[src/rtl/inst_fetch.sv]
// Instruction-fetch stage: owns the PC, issues one-cycle-latency reads to the
// instruction cache and buffers returned words in a 2-entry skid FIFO for decode.
module inst_fetch #(
  parameter int                 ADDR_W   = 5,
  parameter int                 DATA_W   = 32,
  parameter logic [ADDR_W-1:0]  RESET_PC = '0
) (
  input  logic              CLOCK_50,
  input  logic              RSTN_N,
  output logic              imem_req,
  output logic [ADDR_W-1:0] imem_addr,
  input  logic [DATA_W-1:0] imem_rdata,
  input  logic              redirect_valid,
  input  logic [ADDR_W-1:0] redirect_pc,
  input  logic              id_ready,
  output logic              if_valid,
  output logic [DATA_W-1:0] if_inst,
  output logic [ADDR_W-1:0] if_pc
);

  typedef struct packed {
    logic [ADDR_W-1:0] pc;
    logic [DATA_W-1:0] inst;
  } entry_t;

  logic [ADDR_W-1:0] pc_q, pc_d;
  logic [ADDR_W-1:0] tag_q, tag_d;
  logic              in_flight_q, in_flight_d;
  logic [1:0]        count_q, count_d;
  entry_t            fifo_q [2];
  entry_t            fifo_d [2];

  logic       pop, push, issue;
  logic [2:0] occupancy;
  logic [1:0] cnt;

  always_comb begin
    // NOTE: every combinational output gets a default first so no path leaves it
    // unassigned; otherwise synthesis infers a latch.
    pc_d        = pc_q;
    tag_d       = tag_q;
    in_flight_d = in_flight_q;
    count_d     = count_q;
    fifo_d      = fifo_q;
    cnt         = count_q;

    pop       = (count_q != 2'd0) & id_ready & ~redirect_valid;
    push      = in_flight_q & ~redirect_valid;
    occupancy = {1'b0, count_q} + {2'b00, in_flight_q} - {2'b00, pop};
    issue     = redirect_valid | (occupancy < 3'd2);

    if (redirect_valid) begin
      // Wrong-path words in the FIFO and the returning response are dropped.
      count_d     = 2'd0;
      pc_d        = redirect_pc + ADDR_W'(1);
      tag_d       = redirect_pc;
      in_flight_d = 1'b1;
    end else begin
      // Shift out the head first, then write the response behind what remains.
      if (pop) begin
        fifo_d[0] = fifo_q[1];
        cnt       = cnt - 2'd1;
      end
      if (push) begin
        if (cnt == 2'd0) fifo_d[0] = '{pc: tag_q, inst: imem_rdata};
        else             fifo_d[1] = '{pc: tag_q, inst: imem_rdata};
        cnt = cnt + 2'd1;
      end
      count_d     = cnt;
      in_flight_d = issue;
      if (issue) begin
        tag_d = pc_q;
        pc_d  = pc_q + ADDR_W'(1);
      end
    end
  end

  // Outputs are forced quiet while reset is held, even if redirect is asserted.
  assign imem_req  = RSTN_N & issue;
  assign imem_addr = (RSTN_N & redirect_valid) ? redirect_pc : pc_q;
  assign if_valid  = (count_q != 2'd0);
  assign if_inst   = if_valid ? fifo_q[0].inst : '0;
  assign if_pc     = if_valid ? fifo_q[0].pc   : '0;

  always_ff @(posedge CLOCK_50 or negedge RSTN_N) begin
    if (!RSTN_N) begin
      pc_q        <= RESET_PC;
      tag_q       <= '0;
      in_flight_q <= 1'b0;
      count_q     <= 2'd0;
      // NOTE: the two FIFO slots are tiny, so they are reset too; this keeps
      // if_inst/if_pc free of X even though count already masks them.
      fifo_q[0]   <= '0;
      fifo_q[1]   <= '0;
    end else begin
      // NOTE: state registers use non-blocking assignment so every flop samples
      // the pre-edge values, independent of statement order.
      pc_q        <= pc_d;
      tag_q       <= tag_d;
      in_flight_q <= in_flight_d;
      count_q     <= count_d;
      fifo_q      <= fifo_d;
    end
  end

endmodule
[config.mk]
export PLATFORM = sky130hd
export DESIGN_NAME = inst_fetch
export DESIGN_NICKNAME = d
export VERILOG_FILES = /design/src/rtl/inst_fetch.sv
export SDC_FILE = /design/constraint.sdc
export NUM_CORES = 1
export LEC_CHECK = 0
export CORE_MARGIN = 10
export CORE_UTILIZATION = 50
export DETAILED_ROUTE_END_ITERATION = 7
export PLACE_DENSITY = 0.74
export SLEW_MARGIN = 20
export SYNTH_ARGS = -nofsm -noshare
export SYNTH_HDL_FRONTEND = slang
export SYNTH_SLANG_ARGS = --single-unit
[constraint.sdc]
create_clock -name CLOCK_50 -period 3 [get_ports CLOCK_50]
set_input_delay 0.45 -clock CLOCK_50 [delete_from_list [all_inputs] [get_ports CLOCK_50]]
set_output_delay 0.45 -clock CLOCK_50 [all_outputs]
set_load 0.02 [all_outputs]
* Yosys cells after proc, flatten, opt, wreduce, memory -nomap -nowiden
Index checks and enable logic that the tools add are counted. Widths: inputs -> output; s select.
Operators by class: mux-type cells 16, $add $sub $neg 6, bitwise operators 8, reductions and logical operators 4, magnitude comparators 1
Operators by type and width (number):
- $mux 37 | 3
- $mux 74 | 1
- $mux 32 | 1
- $mux 5 | 6
- $add 5x1->5 const B | 2
- $mux 2 | 4
- $and 1x1->1 | 5
- $reduce_bool 2->1 | 2
- $add 2x1->3 | 1
- $lt 3x2->1 const B | 1
- $reduce_and 3->1 | 1
- $sub 3x1->3 | 1
- $add 2x1->2 const B | 1
- $logic_not 2->1 | 1
- $not 1->1 | 2
- $sub 2x1->2 const B | 1
- $mux 1 | 1
- $or 1x1->1 | 1
Storage, ports and cells: bits of input ports 41, logic and storage cells 43, bits in registers 87

* Depth between registers and ports, before layout
depth after elaboration 8, mapped depth 12, gate-level depth less buffers 9

* Worst setup path after synthesis
Ideal clock, no wire load.
path kind flip-flop to output port, start reg count_q[1], end out imem_req, arrival time 2.425 ns, slack 0.125 ns, stages on the path, launching flop included 12, cells stage by stage dfrtp_1 -> inv_1 -> ha_1 -> nor3b_1 -> buf_4 -> xnor2_1 -> nand2b_1 -> fa_1 -> xor2_1 -> o21a_2 -> buf_6 -> and2b_1
On the way: word-level cells in the longest chain between the ends 7, elaborated cells on any way between the ends 8, those cells by class add/sub (2); order compare (1); bitwise (4); reduce/logical (1)
RTL lines:
- start: declaration | RTL line 29 | logic [1:0] count_q, count_d;
- start signal: assignment | RTL line 101 | count_q <= count_d;
- $reduce_bool 2->1 | RTL line 47 | pop = (count_q != 2'd0) & id_ready & ~redirect_valid;
- $and 1x1->1 (2 in series) | RTL line 47
- $sub 3x1->3 (*) | RTL line 49 | occupancy = {1'b0, count_q} + {2'b00, in_flight_q} - {2'b00, pop};
- $lt 3x2->1 (*) | RTL line 50 | issue = redirect_valid | (occupancy < 3'd2);
- $or 1x1->1 (*) | RTL line 50
- $and 1x1->1 (*) | RTL line 79 | assign imem_req = RSTN_N & issue;
- end: declaration | RTL line 10 | output logic imem_req,
Mark *: on every way between the ends. The rest lies on a longest branch, timed or not.

* Worst setup path after layout
start in id_ready, end out imem_req
On the way: word-level cells in the longest chain between the ends 6
RTL lines:
- start: declaration | RTL line 15 | input logic id_ready,
- $and 1x1->1 (2 in series) | RTL line 47
- $sub 3x1->3 | RTL line 49
- $lt 3x2->1 | RTL line 50
- $or 1x1->1 | RTL line 50
- $and 1x1->1 | RTL line 79
No other way between the ends.

==> results.ini <==
[run_status]
outcome = finished with violations
violations = negative setup slack

[timing]
finalCritPeriodShare = 1.01
rsz0062_at_grt = true
hold_violations = 0
setup_ws_ns = -0.0226
finalMaxSlewViolations = 0
worstMarginPinSlew_ns = 0.634
setup_viol_count_final = 1
max_freq_mhz = 331
slew_headroom = 0.578
period_needed_ns = 3.02
finClkSkew_ns = 0.00571

[route]
dr.pass1.iters = 4
wl_per_cell_um = 16.6
ant_nets = 0
drc = 0
drt-total-wl_um = 9110
first_iter_violations = 112
vias_per_cell = 5.24
vias = 2883

[pwr]
p_comb_frac = 0.547
p_sw_mw = 2.45
internal_power_mw = 4.02
clkPwrFrac = 0.129
seqPwrFrac = 0.324
leakage_nw = 2.18
powerDensity_mw_per_mm2 = 1200
peakVddDrop_mv = 0.641
p_sw_frac = 0.378

[cts]
cts-buffers-inserted = 9
h-tree-depth = 3
path_clk_slew_ns = 0.08
clock_sinks = 87
cts_max_path_buffers = 2
tritoncts = built
root_buffer = clkbuf_8
clk_latency_ns = 0.35
cts_hold_buf = 0

[final_layout]
multi_input_area_mm2 = 0.00186
final_nets = 485
diodes = 0
final_area_mm2 = 0.00541
areaGrowthSynthToFinish_pct = 29.0
drive_above_1_share = 0.227
fin_cells = 550
fillCellCount = 631
register_area_mm2 = 0.00218

[critical_path]
endpoint_kind = output pin
cp.required_ns = 2.55
crit_type = primary input to output pin
cp_max_fo = 2
cp_data_arrival_time_ns = 2.57
start_kind = primary input

[floorplan]
die_area_mm2 = 0.0124
core_area_mm2 = 0.00818
die_y_um = 112
die_w_um = 112
core.rowCount = 33
io_pins = 85
initial_utilization = 0.513

[placement]
gp_congestion = 0.801
io_buffer_count = 84
dp_worst_setup_slack_ns = -0.473
place_area_mm2 = 0.00514
dp.cells = 532
dp_hpwl_um = 6230

[flow_run]
drv_cap = 0

[synth]
synth_edf_count = 0
synth_cells = 350
yosys.area.top_type = dfrtp_1
ys.flop_type = dfrtp_1
ys_ff_latch = 87
synth_area_mm2 = 0.00419
avgSynthCellArea_um2 = 12.0
ys_top_cells_by_count = dfrtp_1 (87), mux2_2 (52), a21oi_1 (38), nor2_1 (38)
yosysSeqAreaShare = 0.520
synthTopCellsByArea = dfrtp_1 (52%), mux2_2 (14%), mux2i_1 (8.8%), nor2b_1 (5.5%), a21oi_1 (4.5%)
ys.warnings.count = 0
synth_top_area_share = 0.520
synth_most_common_cell = dfrtp_1
syn_nets = 395
yosysUniqueCellTypes = 34
async_flop_share = 1.00

[grt]
grt_pass1_vias = 3084
grt_pass1_wl_um = 15400
antenna_found_initial = 0
grt_overflow_total = 0
track_usage = 0.146
grt_max_degree = 75

[hold_path]
hold_class = primary input to async pin

==> placed cells by master, fill, tap and decap left out, types with 2 or more instances in the layout <==
master           instances
inv_1                    3
mux2_1                   2
a31oi_1                  2
inv_2                    4
ha_1                     2
mux2_2                  52
clkinv_4                 2
a21oi_1                 38
o211ai_1                 4
nand2_1                  2
dfrtp_1                 87
clkinvlp_4               3
nor2_1                  38
nor2b_1                 37
mux2i_1                 37
clkbuf_8                11
buf_4                   15
o21ai_0                  2
xor2_1                   2
clkdlybuf4s50_1         82
buf_12                   2
==> worst max-delay path, cell delays in order <==
cell,delay [ns]
clkdlybuf4s50_1,0.44
nor3b_4,0.18
buf_4,0.13
buf_4,0.13
and2_4,0.16
fa_2,0.53
inv_2,0.04
o21a_2,0.21
and2b_1,0.20
buf_6,0.12
==> registers in the layout, indices dropped and copies added (netlist names) <==
register,flops
in_flight_q,1
count_q,2
fifo_q,74
tag_q,5
pc_q,5
==> power by group through the flow <==
stage	sequential (mW)	combinational (mW)	clock, mW
3_5_place_dp	2.12	3.53	0
2_1_floorplan	2.03	2.32	0
3_3_place_gp	2.09	3.45	0
5_1_grt	2.17	3.87	0.900
6_report	2.10	3.54	0.834
4_1_cts	2.10	3.57	0.855
==> kinds of logic (layout without fill, tap and decap cells) <==
| logic type | after synthesis | count (layout) | share of synthesized area |
|---|---|---|---|
| AO/OA/AOI/OAI | 49 | 49 | 0.0648 |
| XOR/XNOR | 4 | 4 | 0.0116 |
| adder cells (fa/ha/maj) | 4 | 4 | 0.0137 |
| buffers and inverters | 29 | 124 | 0.0460 |
| flip-flops | 87 | 87 | 0.520 |
| multiplexers | 91 | 91 | 0.234 |
| AND/OR/NAND/NOR | 86 | 86 | 0.111 |
==> layout make-up <==
class	count	area share
clock inverters	6	0.0130
multi-input cells	234	0.345
clock buffers	10	0.0255
well taps	105	0.0243
repair buffers	101	0.185
flip-flops and latches	87	0.403
inverters	7	0.00486
==> metal layers <==
| metal | up-vias | GRT usage | share of wire |
|---|---|---|---|
| li1 | 1387 | - | - |
| met1 | 1413 | 0.184 | 0.46 |
| met2 | 69 | 0.233 | 0.46 |
| met3 | 14 | 0.0456 | 0.061 |
| met4 | 0 | 0.0514 | 0.016 |
| met5 | - | 0 | 0 |
==> per-stage QoR <==
step / hold slack (ns) / utilization / TNS, ns / power (mW)
2_1_floorplan: 0.154 / - / 0 / 4.35
3_3_place_gp: 0.470 / 0.628 / -9.11 / 5.54
3_5_place_dp: 0.485 / 0.628 / -14.89 / 5.65
4_1_cts: 0.167 / 0.658 / -0.00636 / 6.53
5_1_grt: 0.188 / 0.661 / -1.55 / 6.94
6_report: 0.161 / 0.661 / -0.0226 / 6.47
==> final timing paths <==
path                                          end  slack [ns]                   start  cells past startpoint
setup / recovery                         imem_req       -0.02                id_ready                     10
hold reg to reg            fifo_q[35]$_DFFE_PN0P_        0.50  fifo_q[35]$_DFFE_PN0P_                      1
setup reg to reg           fifo_q[23]$_DFFE_PN0P_        0.14    count_q[0]$_DFF_PN0_                     11
hold / removal              in_flight_q$_DFF_PN0_        0.16                  RSTN_N                      2
min in group CLOCK_50      fifo_q[35]$_DFFE_PN0P_        0.50  fifo_q[35]$_DFFE_PN0P_                      1
max in group asynchronous   fifo_q[0]$_DFFE_PN0P_        1.82                  RSTN_N                      3
==> repair_timing <==
| action | CTS | global route |
|---|---|---|
| resized for setup | 12 | 6 |
| endpoints found under the setup margin | 32 | 32 |
| endpoints found under the hold margin | 0 | 0 |
| buffers inserted | 1 | 1 |
| pin swaps | 2 | 2 |
No activity file was read; power rests on OpenSTA's default activity.
==> patch, RTL diff (same flow settings) <==
Reset style: synchronous (`RSTN_N`), changed in one clocked block.
--- a/src/rtl/inst_fetch.sv
+++ b/src/rtl/inst_fetch.sv
@@ -82,7 +82,7 @@
   assign if_inst   = if_valid ? fifo_q[0].inst : '0;
   assign if_pc     = if_valid ? fifo_q[0].pc   : '0;
 
-  always_ff @(posedge CLOCK_50 or negedge RSTN_N) begin
+  always_ff @(posedge CLOCK_50) begin
     if (!RSTN_N) begin
       pc_q        <= RESET_PC;
       tag_q       <= '0;
Behaviour: differs if RSTN_N is asserted again (counterexample within 4 cycles, from zero or initial values and one cycle with RSTN_N low); with RSTN_N held inactive, the same outputs for 4 cycles.
==> patch against the unedited design <==
Via count rose by 31%; sequential cell count did not move; worst setup slack improved by 0.17 ns; synthesized area is 7.4% higher; first-iteration DRC count rose by 53%; critical path depth is 1 higher; routed wire length increased by 22%; non-clock buffer count rose by 11; hold slack better by 0.21 ns; final area is 6.0% higher; sequential share of layout area is 9.9 points lower; die area is 6.1% higher.
Power is not compared: it rests on default switching activity, and its combinational part moved more than twofold at a synthesized area within 25%.
==> patch: results (changes against the unedited design) <==
Min-Delay Path Class - input pin to flip-flop (was input pin to asynchronous set/reset pin)
Cells after Synth - 476 (was 350)
Synth top cells by count - 90 x nand2_1, 87 x dfxtp_1, 41 x a21oi_1 (was 87 x dfrtp_1, 52 x mux2_2, 38 x a21oi_1, 38 x nor2_1)
r2r setup slk - 0.24 ns (was 0.14 ns)
initial DRC count - 171 (was 112)
Synth Warn # - 0 (unchanged)
Net Count, Synth - 522 (was 395)
crit path DAT - 2.40 ns (was 2.57 ns)
initial antenna violation count - 0 (unchanged)
Tot GR Track Use - 16.47% (was 14.65%)
worst r2r dst - pc_q[4]$_SDFFE_PN0P_ (was fifo_q[23]$_DFFE_PN0P_)
layout cells sized above 1 - 18.29% (was 22.70%)
vias in the first global route - 3,920 (was 3,084)
nets - 604 (was 485)
Leakage - 2.044 nW
WL/cell - 16.55 um (was 16.56 um)
via count - 3,778 (was 2,883)
Synth cell types - 38 (was 34)
status - finished clean (was complete, but fails checks)
R2R depth - 12 (was 11)
Internal - 0.001986 W
post-detail-place hpwl - 7459 um (was 6229 um)
Crit Path Max Fanout - 2 (unchanged)
WHS Endpoint - pc_q[0]$_SDFFE_PN0P_
pin count of the biggest net entering global routing - 77 (was 75)
Post-synth ARST share - 0% (was 100.0%)
first-pass GRT wire length - 18,500 um (was 15,380 um)
Placer Congestion - 0.8568 (was 0.8005)
R2R Path Start - count_q[1]$_SDFF_PP0_ (was count_q[0]$_DFF_PN0_)
buffer depth of the longest clock path - 2 (unchanged)
sequential-to-total area share from yosys stat - 38.70% (was 51.96%)
WL final - 11,100 um (was 9108 um)
top_reg_cell synth - dfxtp_1 (was dfrtp_1)
Final Skew - 0.02289 ns (was 0.005707 ns)
clock slew seen by the registers of the worst setup and hold paths - 0.08 ns (about the same)
FILL cells - 722 (was 631)
slew at the pin with the worst max-slew slack - 1.058 ns (was 0.6337 ns)
dpl cells - 652 (was 532)
Synth area leaders - dfxtp_1 39%, o221a_1 9.3%, nand2_1 7.5% (was dfrtp_1 52%, mux2_2 14%, mux2i_1 8.8%)
==> patch: final cells by class <==
class | count | area (um^2) | area share (%)
Clock inverter | 6 | 67.56 | 1.179
Timing Repair Buffer | 112 | 1057 | 18.45
Multi-Input combinational cell | 340 | 2569 | 44.84
Sequential cell | 87 | 1743 | 30.42
Inverter | 8 | 30.03 | 0.5241
Clock buffer | 10 | 127.6 | 2.228
Tap cell | 108 | 135.1 | 2.359
==> patch: worst max path at each step <==
stage                                startpoint        to  depth (start not counted)
after global placement                 id_ready  imem_req                         10
after CTS                 count_q[1]$_SDFF_PP0_  imem_req                         11
after global routing      count_q[1]$_SDFF_PP0_  imem_req                         11
final                     count_q[1]$_SDFF_PP0_  imem_req                         11
after detailed placement               id_ready  imem_req                         10
after floorplan                  redirect_valid  imem_req                          9
==> patch: cell families after synthesis <==
family	Yosys count	share of synthesized area [%]
and+or+nand+nor	187	23.35
buffers and inverters	49	5.421
DFF	87	38.70
adders and majority gates	5	1.557
muxes	50	13.96
xor gates and xnor gates	3	0.5839
AOI/OAI and AO/OA	95	16.43
==> patch: worst max-delay path: stages (launching register included) <==
cell and delay [ns]:
dfxtp_2 0.33, inv_1 0.07, ha_2 0.17, nand2b_4 0.13
nor2_4 0.05, ha_4 0.27, nor2b_4 0.04, fa_2 0.41
xor2_2 0.21, a21oi_2 0.09, nor2_2 0.15, buf_6 0.13
==> patch: per-layer routing <==
metal / part of all wire [%] / wire (um) / global-route usage, % / vias to the layer above
li1: - / - / - / 1862
met1: 43 / 4799 / 19.16 / 1826
met2: 50 / 5575 / 29.47 / 80
met3: 5.6 / 625 / 4.271 / 10
met4: 0.93 / 103 / 3.795 / 0
met5: 0 / 0 / 0 / -
==> patch: what timing repair did <==
item / 4_1_cts / 5_1_grt
setup buffers: 0 / 3
pin swaps: 0 / 4
setup endpoints to repair: 1 / 1
hold endpoints to repair: 0 / 0
resized for setup: 7 / 11
==> patch: power by group through the flow <==
stage                     Clock (W)  Combinational (W)  Sequential (W)
after floorplan                   0           0.000441         0.00130
after global placement            0           0.000636         0.00132
after detailed placement          0           0.000648         0.00132
after CTS                  0.000832           0.000651         0.00129
after global routing       0.000879           0.000722         0.00130
final                      0.000820           0.000663         0.00129
==> patch: per-stage QoR <==
step | TNS [ns] | total power [W] | setup WS [ns] | hold WS, ns | cell area [um^2]
after floorplan | 0 | 0.001744 | 0.02943 | 0.4320 | 4503
after global placement | -0.5702 | 0.001951 | -0.4492 | 0.4370 | 5458
after detailed placement | -0.9624 | 0.001969 | -0.5082 | 0.4446 | 5458
after CTS | 0 | 0.002776 | 0.003776 | 0.3607 | 5655
after global routing | 0 | 0.002905 | 0.03182 | 0.3747 | 5729
final | 0 | 0.002776 | 0.1519 | 0.3742 | 5729
